## config.mk

```make
export PLATFORM = sky130hd
export DESIGN_NAME = alarm_controller
export DESIGN_NICKNAME = d
export VERILOG_FILES = /design/src/rtl/alarm_pkg.sv /design/src/rtl/alarm_wrap_inc.sv /design/src/rtl/alarm_controller.sv
export SDC_FILE = /design/constraint.sdc
export NUM_CORES = 1
export LEC_CHECK = 0
export BUFFER_PORTS_ARGS = -buffer_cell sky130_fd_sc_hd__clkbuf_2
export CORE_MARGIN = 2
export CORE_UTILIZATION = 45
export DETAILED_ROUTE_END_ITERATION = 12
export PLACE_DENSITY = 0.8
export SLEW_MARGIN = 20
export SYNTH_ARGS = -nofsm -noshare
export SYNTH_HDL_FRONTEND = slang
export SYNTH_HIERARCHICAL = 1
export SYNTH_SLANG_ARGS = --single-unit
export TNS_END_PERCENT = 5
```

## constraint.sdc

```tcl
create_clock -name clk -period 2.1 [get_ports clk]
set_input_delay 0.63 -clock clk [delete_from_list [all_inputs] [get_ports clk]]
set_output_delay 0.63 -clock clk [all_outputs]
set_load 0.05 [all_outputs]
```

## src/rtl/alarm_pkg.sv

```systemverilog
// Alarm controller shared definitions: state encodings, time field widths and limits.
package alarm_pkg;

  localparam int unsigned SEC_W    = 6;
  localparam int unsigned MIN_W    = 6;
  localparam int unsigned HOUR_W   = 5;
  localparam int unsigned MAX_MIN  = 59;
  localparam int unsigned MAX_HOUR = 23;
  localparam int unsigned STATE_W  = 2;

  typedef enum logic [STATE_W-1:0] {
    ST_IDLE    = 2'd0,
    ST_ARMED   = 2'd1,
    ST_RINGING = 2'd2,
    ST_SNOOZE  = 2'd3
  } alarm_state_e;

endpackage : alarm_pkg

```

## src/rtl/alarm_wrap_inc.sv

```systemverilog
// Modulo-N increment register: counts 0..N-1 on each inc pulse, wrapping to 0.
module alarm_wrap_inc #(
  parameter int unsigned W = 6,
  parameter int unsigned N = 60
) (
  input  logic         clk,
  input  logic         rst_n,
  input  logic         inc_i,
  output logic [W-1:0] val_o
);

  logic [W-1:0] val_q;
  logic [W-1:0] val_d;

  // Next value: hold, or advance with wrap at N-1
  always_comb begin
    val_d = val_q;
    if (inc_i) begin
      if (val_q == W'(N - 1)) val_d = '0;
      else                    val_d = val_q + W'(1);
    end
  end

  // Value register
  always_ff @(posedge clk or negedge rst_n) begin
    if (!rst_n) val_q <= '0;
    else        val_q <= val_d;
  end

  assign val_o = val_q;

endmodule : alarm_wrap_inc

```

## src/rtl/alarm_controller.sv

```systemverilog
// Alarm sequencer: stores the alarm time, matches it against the running clock
// and drives a 1 s on / 1 s off buzzer until stopped, snoozed or timed out.
// Optional snooze support is compiled in with `define ALARM_SNOOZE_EN.
module alarm_controller
  import alarm_pkg::*;
#(
  parameter int unsigned RING_TIMEOUT_SEC = 60,
  parameter int unsigned SNOOZE_SEC       = 300,
  parameter int unsigned CNT_W            = 9
) (
  input  logic              clk,
  input  logic              rst_n,
  input  logic              i_tick,
  input  logic [SEC_W-1:0]  i_sec,
  input  logic [MIN_W-1:0]  i_min,
  input  logic [HOUR_W-1:0] i_hour,
  input  logic              i_arm_tgl,
  input  logic              i_stop,
  input  logic              i_snooze,
  input  logic              i_alm_min_inc,
  input  logic              i_alm_hour_inc,
  output logic [MIN_W-1:0]  o_alm_min,
  output logic [HOUR_W-1:0] o_alm_hour,
  output logic [1:0]        o_state,
  output logic              o_ring,
  output logic              o_buzz
);

  alarm_state_e     state_q, state_d;
  logic [CNT_W-1:0] cnt_q, cnt_d;
  logic             beat_q, beat_d;
  logic             ring_q, ring_d;
  logic             buzz_q, buzz_d;
  logic             match_c;
  logic             snooze_req_c;

  // Stored alarm minute and hour
  alarm_wrap_inc #(.W(MIN_W), .N(MAX_MIN + 1)) u_alm_min (
    .clk   (clk),
    .rst_n (rst_n),
    .inc_i (i_alm_min_inc),
    .val_o (o_alm_min)
  );

  alarm_wrap_inc #(.W(HOUR_W), .N(MAX_HOUR + 1)) u_alm_hour (
    .clk   (clk),
    .rst_n (rst_n),
    .inc_i (i_alm_hour_inc),
    .val_o (o_alm_hour)
  );

`ifdef ALARM_SNOOZE_EN
  assign snooze_req_c = i_snooze;
`else
  // Snooze input and its duration are kept on the interface but have no effect
  logic unused_snooze;
  assign unused_snooze = ^{i_snooze, 32'(SNOOZE_SEC)};
  assign snooze_req_c  = 1'b0;
`endif

  // Alarm hit: exactly at hh:mm:00 on the seconds tick
  assign match_c = i_tick && (i_hour == o_alm_hour) && (i_min == o_alm_min)
                   && (i_sec == '0);

  // Next state, tick counter, beat and registered output values
  always_comb begin
    state_d = state_q;
    cnt_d   = cnt_q;
    beat_d  = beat_q;

    if (i_arm_tgl) begin
      state_d = (state_q == ST_IDLE) ? ST_ARMED : ST_IDLE;
    end else begin
      unique case (state_q)
        ST_IDLE: ;
        ST_ARMED: begin
          if (match_c) begin
            state_d = ST_RINGING;
            cnt_d   = '0;
          end
        end
        ST_RINGING: begin
          if (i_stop) begin
            state_d = ST_ARMED;
          end else if (snooze_req_c) begin
            state_d = ST_SNOOZE;
            cnt_d   = CNT_W'(SNOOZE_SEC);
          end else if (i_tick) begin
            if (cnt_q == CNT_W'(RING_TIMEOUT_SEC - 1)) state_d = ST_ARMED;
            else                                       cnt_d   = cnt_q + CNT_W'(1);
          end
        end
        ST_SNOOZE: begin
`ifdef ALARM_SNOOZE_EN
          if (i_stop) begin
            state_d = ST_ARMED;
          end else if (i_tick) begin
            if (cnt_q == CNT_W'(1)) begin
              state_d = ST_RINGING;
              cnt_d   = '0;
            end else begin
              cnt_d = cnt_q - CNT_W'(1);
            end
          end
`else
          state_d = ST_IDLE;
`endif
        end
        default: state_d = ST_IDLE;
      endcase
    end

    // Counter only carries meaning while ringing or snoozing
    if ((state_d == ST_IDLE) || (state_d == ST_ARMED)) cnt_d = '0;

    // Beat starts high on ring entry, toggles per tick, clears on exit
    if (state_d != ST_RINGING)       beat_d = 1'b0;
    else if (state_q != ST_RINGING)  beat_d = 1'b1;
    else if (i_tick)                 beat_d = ~beat_q;

    ring_d = (state_d == ST_RINGING);
    buzz_d = ring_d & beat_d;
  end

  // State, counter and output registers
  always_ff @(posedge clk or negedge rst_n) begin
    if (!rst_n) begin
      state_q <= ST_IDLE;
      cnt_q   <= '0;
      beat_q  <= 1'b0;
      ring_q  <= 1'b0;
      buzz_q  <= 1'b0;
    end else begin
      state_q <= state_d;
      cnt_q   <= cnt_d;
      beat_q  <= beat_d;
      ring_q  <= ring_d;
      buzz_q  <= buzz_d;
    end
  end

  assign o_state = 2'(state_q);
  assign o_ring  = ring_q;
  assign o_buzz  = buzz_q;

endmodule : alarm_controller

```

---- Word-level counts from Yosys, hierarchy flattened ----
Index checks and enable logic that the tools add are counted.
word-level totals
  register bits ........................... 25
  input bits .............................. 25
  logic and storage cells ................. 57
cells by class
  bitwise gates (word level) .............. 2
  $add $sub $neg .......................... 3
  multiplexer cells ....................... 19
  eq/ne operators ......................... 17
  reduce and logical (&&, ||, !) cells .... 9
operators with widths
  cell                                                                    count
  9-bit two-way mux                                                       6
  9-bit one-hot mux with 2 select lines                                   1
  3-bit != test (second input constant)                                   4
  2-bit two-way mux                                                       5
  9-bit by 1-bit adder with 9-bit output (second input constant)          1
  9-bit by 6-bit equality test with 1-bit output (second input constant)  1
  6-bit by 1-bit adder with 6-bit output (second input constant)          1
  2-bit equality test (second input constant)                             3
  6-bit equality test                                                     1
  6-bit equality test (second input constant)                             1
  6-bit logical NOT                                                       1
  6-bit two-way mux                                                       1
  2-bit one-hot mux with 3 select lines                                   1
  6-bit AND reduction                                                     1
  5-bit by 1-bit adder with 5-bit output (second input constant)          1
  5-bit equality test                                                     1
  5-bit equality test (second input constant)                             1
  5-bit two-way mux                                                       1
  2-bit by 1-bit equality test with 1-bit output (second input constant)  2
  2-bit logical NOT                                                       2
  1-bit two-way mux                                                       4
  2-bit != test (second input constant)                                   2
  1-bit logical AND                                                       3
  3-bit nonzero test                                                      1
  other kinds (4)                                                         4

---- Depth between registers and ports, before layout ----
  word-level depth ........................ 11
  gate-level depth with buffers ........... 7
  depth with buffers taken out ............ 6

---- Modules after synthesis ----
The synthesis kept the hierarchy.
modules (own cells, without submodules)
  module                        cells each  instances  sequential area each (µm²)  area an instance (µm²)
  alarm_controller              101         1          325.3                       933.4
  alarm_wrap_inc at u_alm_min   29          1          150.1                       311.5
  alarm_wrap_inc at u_alm_hour  19          1          125.1                       234.0

---- Worst setup path before layout ----
Ideal clock, no wire load.
  path type ............................... reg2reg
  start ................................... reg u_alm_hour.val_q[0], in the netlist u_alm_hour/val_o[0]
  end ..................................... reg beat_q
  setup slack ............................. 0.114 ns
  data required time ...................... 2.023 ns
  setup time .............................. 0.077 ns
  data arrival time ....................... 1.908 ns
  cell stages (with the launch flop) ...... 7
  clock period less this slack ............ 1.986 ns
  cell sequence ........................... dfrtp_1 > xor2_1 > nor4b_1 > nand4_2 > a21o_1 > buf_4 > a21oi_1
on the way
  cells in the longest elaborated chain, start to end .. 9
ends and longest elaborated chain
  element                                RTL line                 source
  start, declared                        alarm_wrap_inc.sv:12     logic [W-1:0] val_q;
  start signal, assigned                 alarm_wrap_inc.sv:27     else val_q <= val_d;
  5-bit equality test                    alarm_controller.sv:62   assign match_c = i_tick && (i_hour == o_alm_hour) && (i_min == o_alm_min)
  1-bit logical AND (2 in series)        alarm_controller.sv:62
  1-bit logical AND                      alarm_controller.sv:63   && (i_sec == '0);
  2-bit two-way mux                      alarm_controller.sv:77   if (match_c) begin
  2-bit one-hot mux with 3 select lines  alarm_controller.sv:74   unique case (state_q)
  2-bit two-way mux                      alarm_controller.sv:71   if (i_arm_tgl) begin
  2-bit != test                          alarm_controller.sv:117  if (state_d != ST_RINGING) beat_d = 1'b0;
  1-bit two-way mux                      alarm_controller.sv:117
  via beat_d                             alarm_controller.sv:31   logic beat_q, beat_d;
  end signal, assigned                   alarm_controller.sv:136  beat_q <= beat_d;
  end, declared                          alarm_controller.sv:31
The timed path passes the listed nets, and every way through them passes these cells.
A chain may end at the register's enable or synchronous reset.

---- Worst setup path in the final report ----
  start ................................... reg cnt_q[8]
  end ..................................... reg cnt_q[4]
on the way
  cells in the longest elaborated chain, start to end .. 10
  elaborated cells on any way between the ends .. 17
  those cells by class .................... eq/ne: 7; mux: 6; reduce/logical: 4
ends and longest elaborated chain
  element                                                                                     RTL line                 source
  start, declared                                                                             alarm_controller.sv:30   logic [CNT_W-1:0] cnt_q, cnt_d;
  start signal, assigned                                                                      alarm_controller.sv:135  cnt_q <= cnt_d;
  9-bit by 6-bit equality test with 1-bit output (*)                                          alarm_controller.sv:89   if (cnt_q == CNT_W'(RING_TIMEOUT_SEC - 1)) state_d = ST_ARMED;
  2-bit two-way mux                                                                           alarm_controller.sv:89
  2-bit two-way mux                                                                           alarm_controller.sv:88   end else if (i_tick) begin
  2-bit two-way mux                                                                           alarm_controller.sv:83   if (i_stop) begin
  2-bit one-hot mux with 3 select lines                                                       alarm_controller.sv:74
  2-bit two-way mux                                                                           alarm_controller.sv:71
  2-bit by 1-bit equality test with 1-bit output / 2-bit logical NOT (equally long branches)  alarm_controller.sv:114  if ((state_d == ST_IDLE) || (state_d == ST_ARMED)) cnt_d = '0;
  1-bit logical OR                                                                            alarm_controller.sv:114
  3-bit != test (no line) (tied with other cells)                                             -
  6-bit AND reduction (no line)                                                               -
Mark *: on every way between the ends. The rest lies on a longest branch, timed or not.

==> results.md <==
* Number of nets at the end of the flow at about 220
* Combinational group share of total power at 0.426
* Floorplan Core Area at between 3000 and 4000 sq um
* GRT Residual Overflow at 0
* Number of I/O port buffers at 38
* Die Width at ~61 um
* Global-route wire length before repair at ~5000 um
* Number of pins with negative max-slew slack in the final report at 0
* Type of the most critical hold path: in2async
* Internal power consumption at about 990 uW
* Count of flip-flops with a built-in enable after synthesis at 0
* Final antenna diode count at 0
* Startpoint of the worst register-to-register path: cnt_q[8]
* Cells resized by post-CTS repair at 0
* Critical setup path kind: reg2reg
* TritonCTS Sinks at 24
* Initial detailed-routing violation count at 86
* Crit-path slowest cell: sky130_fd_sc_hd__or4b_4
* Crit-path leading delay family: compound AO/OA/AOI/OAI gates
* Final Hold Violating Endpoints at 0
* Number of nets produced by synthesis at about 180
* Library cell with the largest summed area after synthesis: sky130_fd_sc_hd__dfrtp_1
* Cell breakdown of the critical path: or4b_4, o311ai_1, a21o_1, nor2_1
* Maximum level of the CTS H-tree at 1
* DRC violations left at 0
* Die area at ~3800 sq um
* Number of global-route vias before repair at between 1000 and 1500
* Global placer's final weighted congestion at slightly above 0.8
* Number of synthesis warnings at 6
* Total iterations of the first detailed-routing run at 6
* Sequential cell area fraction in the yosys report at 0.406
* Placed cell areas at 1730 sq um
* Data required time at the worst endpoint at 2.32 ns
* Accumulated negative setup slack at 0 ns
* Time the final worst path needs with I/O delays and setup at between 1.5 and 2 ns
* First element of the critical path: cnt_q[8]
* Power density over the cells at 1030 nW/um^2
* # hold bufs at CTS at 0
* Dominant register cell in the synthesized netlist: sky130_fd_sc_hd__dfrtp_1
* Number of cells on the critical path at 4
* Worst-case hold slack at about 0.28 ns
* Post-synthesis instance area at between 1000 and 1500 sq um
* Number of instances in the synthesized netlist at about 150
* Total GRT Usage at 0.181
* Largest stage delay, worst path at 0.58 ns
* Die boundary height at 61.3 um
* Maximum fanout along the worst path at 11
* Overall power consumption at 1.83 mW
* Relative slew slack at 0.600
* R2R setup slack at 0.10 ns
* Final-report setup violation count at 0
* Number of buffers added for setup after CTS at 0
* Largest net degree at the start of global routing at 25
* Total via count in the routed design at approximately 1300
* Type of element capturing the critical path: flip-flop
* Initial antenna violation count at 0
* Starting density of the core at 0.480
* Mean instance size in the synthesized netlist at between 9 and 10 sq um
* Area growth, synth to finish at 20.4%
* Actual transition at the worst max-transition pin at about 0.6 ns
* DP Cell Count at around 230
* Routed len/inst at about 13 um
* Number of top-level pins at 40
* Clock latency on the worst-skew pair at about 0.32 ns
* Most area-consuming cells after synthesis: sky130_fd_sc_hd__dfrtp_1 41%, sky130_fd_sc_hd__xor2_1 5.9%, sky130_fd_sc_hd__nand3_1 3.7%
* Portion of the clock cycle consumed by the worst path in the final layout at 0.951
* R2R cell count at 4
* Max-cap check violation count at 0
* Via/cell ratio at between 5 and 6
* Ratio of cells with drive above 1 in the final layout at 0.311
* Clock skew at just under 0.009 ns
* Sw Pwr at 838 uW
* Worst path arrival time at around 2.2 ns
* Root buf cell: sky130_fd_sc_hd__clkbuf_4
* Top cell type's share of synthesized area at 0.406
* Combined buffer and inverter count along the critical path at 0
* Netlist cell types at 44
* Total Wirelength at slightly above 3000 um
* Critical R2R Capture: cnt_q[4]
* Detailed Place HPWL at approximately 2300 um
* Sequential share of power at 0.390
* Commonest non-fill, non-tap cells in the layout: 38 x sky130_fd_sc_hd__clkbuf_2, 24 x sky130_fd_sc_hd__dfrtp_1, 11 x sky130_fd_sc_hd__nand3_1
* Setup repair after global routing missed its margin: no
* CTS tree: done
* Sw frac at 0.458
* Status: complete, no violations
* TritonCTS Buffers at 3
* CP startpoint kind: flip-flop
* Clock-pin transition on the worst setup and hold timing paths at approximately 0.14 ns
* Remaining antenna violation count after routing at 0
* Achievable Freq at ~500 MHz
* Flip-flop and latch count after synthesis at 24
* Number of rows in the core area at 20
* FFs w/ async S/R, synth at 1.00
* Clock Power Share at 0.185
* Capturing instance or port of the critical path: cnt_q[4]
* Non-Filler Cell Area, Final at ~1800 sq um
* Most common cell after layout, fill and taps aside: sky130_fd_sc_hd__clkbuf_2
* Worst IR Drop VDD at approximately 0.00095 V
* Non-Filler Instances at 237
* Bufs on Longest Clock Path at 2
* Static leakage at about 0.79 nW
-- layer usage --
layer	GRT usage	routed length [um]	vias to the layer above
met1	0.235	1370	625
met2	0.292	1430	65
met4	0.0870	38	0
met5	0	0	-
li1	-	-	642
met3	0.0315	217	4
-- worst min-delay path by stage --
stage,startpoint,to,slack [ns],cells past startpoint
2_1_floorplan,rst_n,beat_q,0.33,0
3_3_place_gp,cnt_q[1],cnt_q[1],0.55,2
3_5_place_dp,cnt_q[1],cnt_q[1],0.56,2
4_1_cts,rst_n,cnt_q[7],0.30,1
5_1_grt,rst_n,cnt_q[7],0.32,1
6_report,rst_n,cnt_q[7],0.28,1
-- sequential cells by signal (all words and copies together) (netlist names) --
register,flops
beat_q,1
cnt_q,9
o_ring,1
o_state,2
u_alm_hour/val_o,5
u_alm_min/val_o,6
-- cell type report --
cell class,count,area [sq um]
inverter,8,30.0
sequential,24,601
timing repair buffer,44,235
clock inverter,1,30.0
clock buffer,3,22.5
tap,44,55.1
multi-input combinational,113,807
fill,277,1300
-- Yosys cell counts (2+ instances only) --
| cell | n |
|---|---|
| sky130_fd_sc_hd__dfrtp_1 | 24 |
| sky130_fd_sc_hd__nand3_1 | 11 |
| sky130_fd_sc_hd__xor2_1 | 10 |
| sky130_fd_sc_hd__nand2_1 | 9 |
| sky130_fd_sc_hd__nor2_1 | 9 |
| sky130_fd_sc_hd__a21oi_1 | 8 |
| sky130_fd_sc_hd__a31oi_1 | 6 |
| sky130_fd_sc_hd__inv_1 | 6 |
| sky130_fd_sc_hd__o21ai_0 | 6 |
| sky130_fd_sc_hd__nand2b_1 | 4 |
| sky130_fd_sc_hd__nand4_1 | 4 |
| sky130_fd_sc_hd__nor3_1 | 4 |
| sky130_fd_sc_hd__xnor2_1 | 4 |
| sky130_fd_sc_hd__buf_6 | 3 |
| sky130_fd_sc_hd__ha_1 | 3 |
| sky130_fd_sc_hd__mux2_2 | 3 |
| sky130_fd_sc_hd__nand4b_1 | 3 |
| sky130_fd_sc_hd__o31ai_1 | 3 |
| sky130_fd_sc_hd__inv_2 | 2 |
| sky130_fd_sc_hd__o211ai_1 | 2 |
| sky130_fd_sc_hd__o311ai_1 | 2 |
-- kinds of logic after synthesis --
| kind of cell | count (synthesis) | synth area share |
|---|---|---|
| AOI/OAI and AO/OA | 31 | 0.145 |
| xor gates and xnor gates | 14 | 0.0829 |
| adders and majority gates | 3 | 0.0254 |
| buffers and inverters | 12 | 0.0482 |
| DFF | 24 | 0.406 |
| muxes | 5 | 0.0372 |
| and+or+nand+nor | 60 | 0.256 |
-- power groups by stage --
| stage | Combinational [mW] | Sequential [mW] | Clock [mW] |
|---|---|---|---|
| 6_report | 0.779 | 0.713 | 0.338 |
| 4_1_cts | 0.785 | 0.714 | 0.344 |
| 5_1_grt | 0.834 | 0.739 | 0.363 |
| 3_3_place_gp | 0.768 | 0.720 | 0 |
| 2_1_floorplan | 0.252 | 1.03 | 0 |
| 3_5_place_dp | 0.785 | 0.720 | 0 |
-- per-stage QoR --
stage | util | setup slack [ns]
6_report | 0.578 | 0.103
4_1_cts | 0.578 | 0.0716
5_1_grt | 0.578 | 0.00884
3_5_place_dp | 0.561 | 0.0153
3_3_place_gp | 0.561 | 0.0794
2_1_floorplan | - | 0.114
Note: power is estimated with default switching activity, not from simulation.
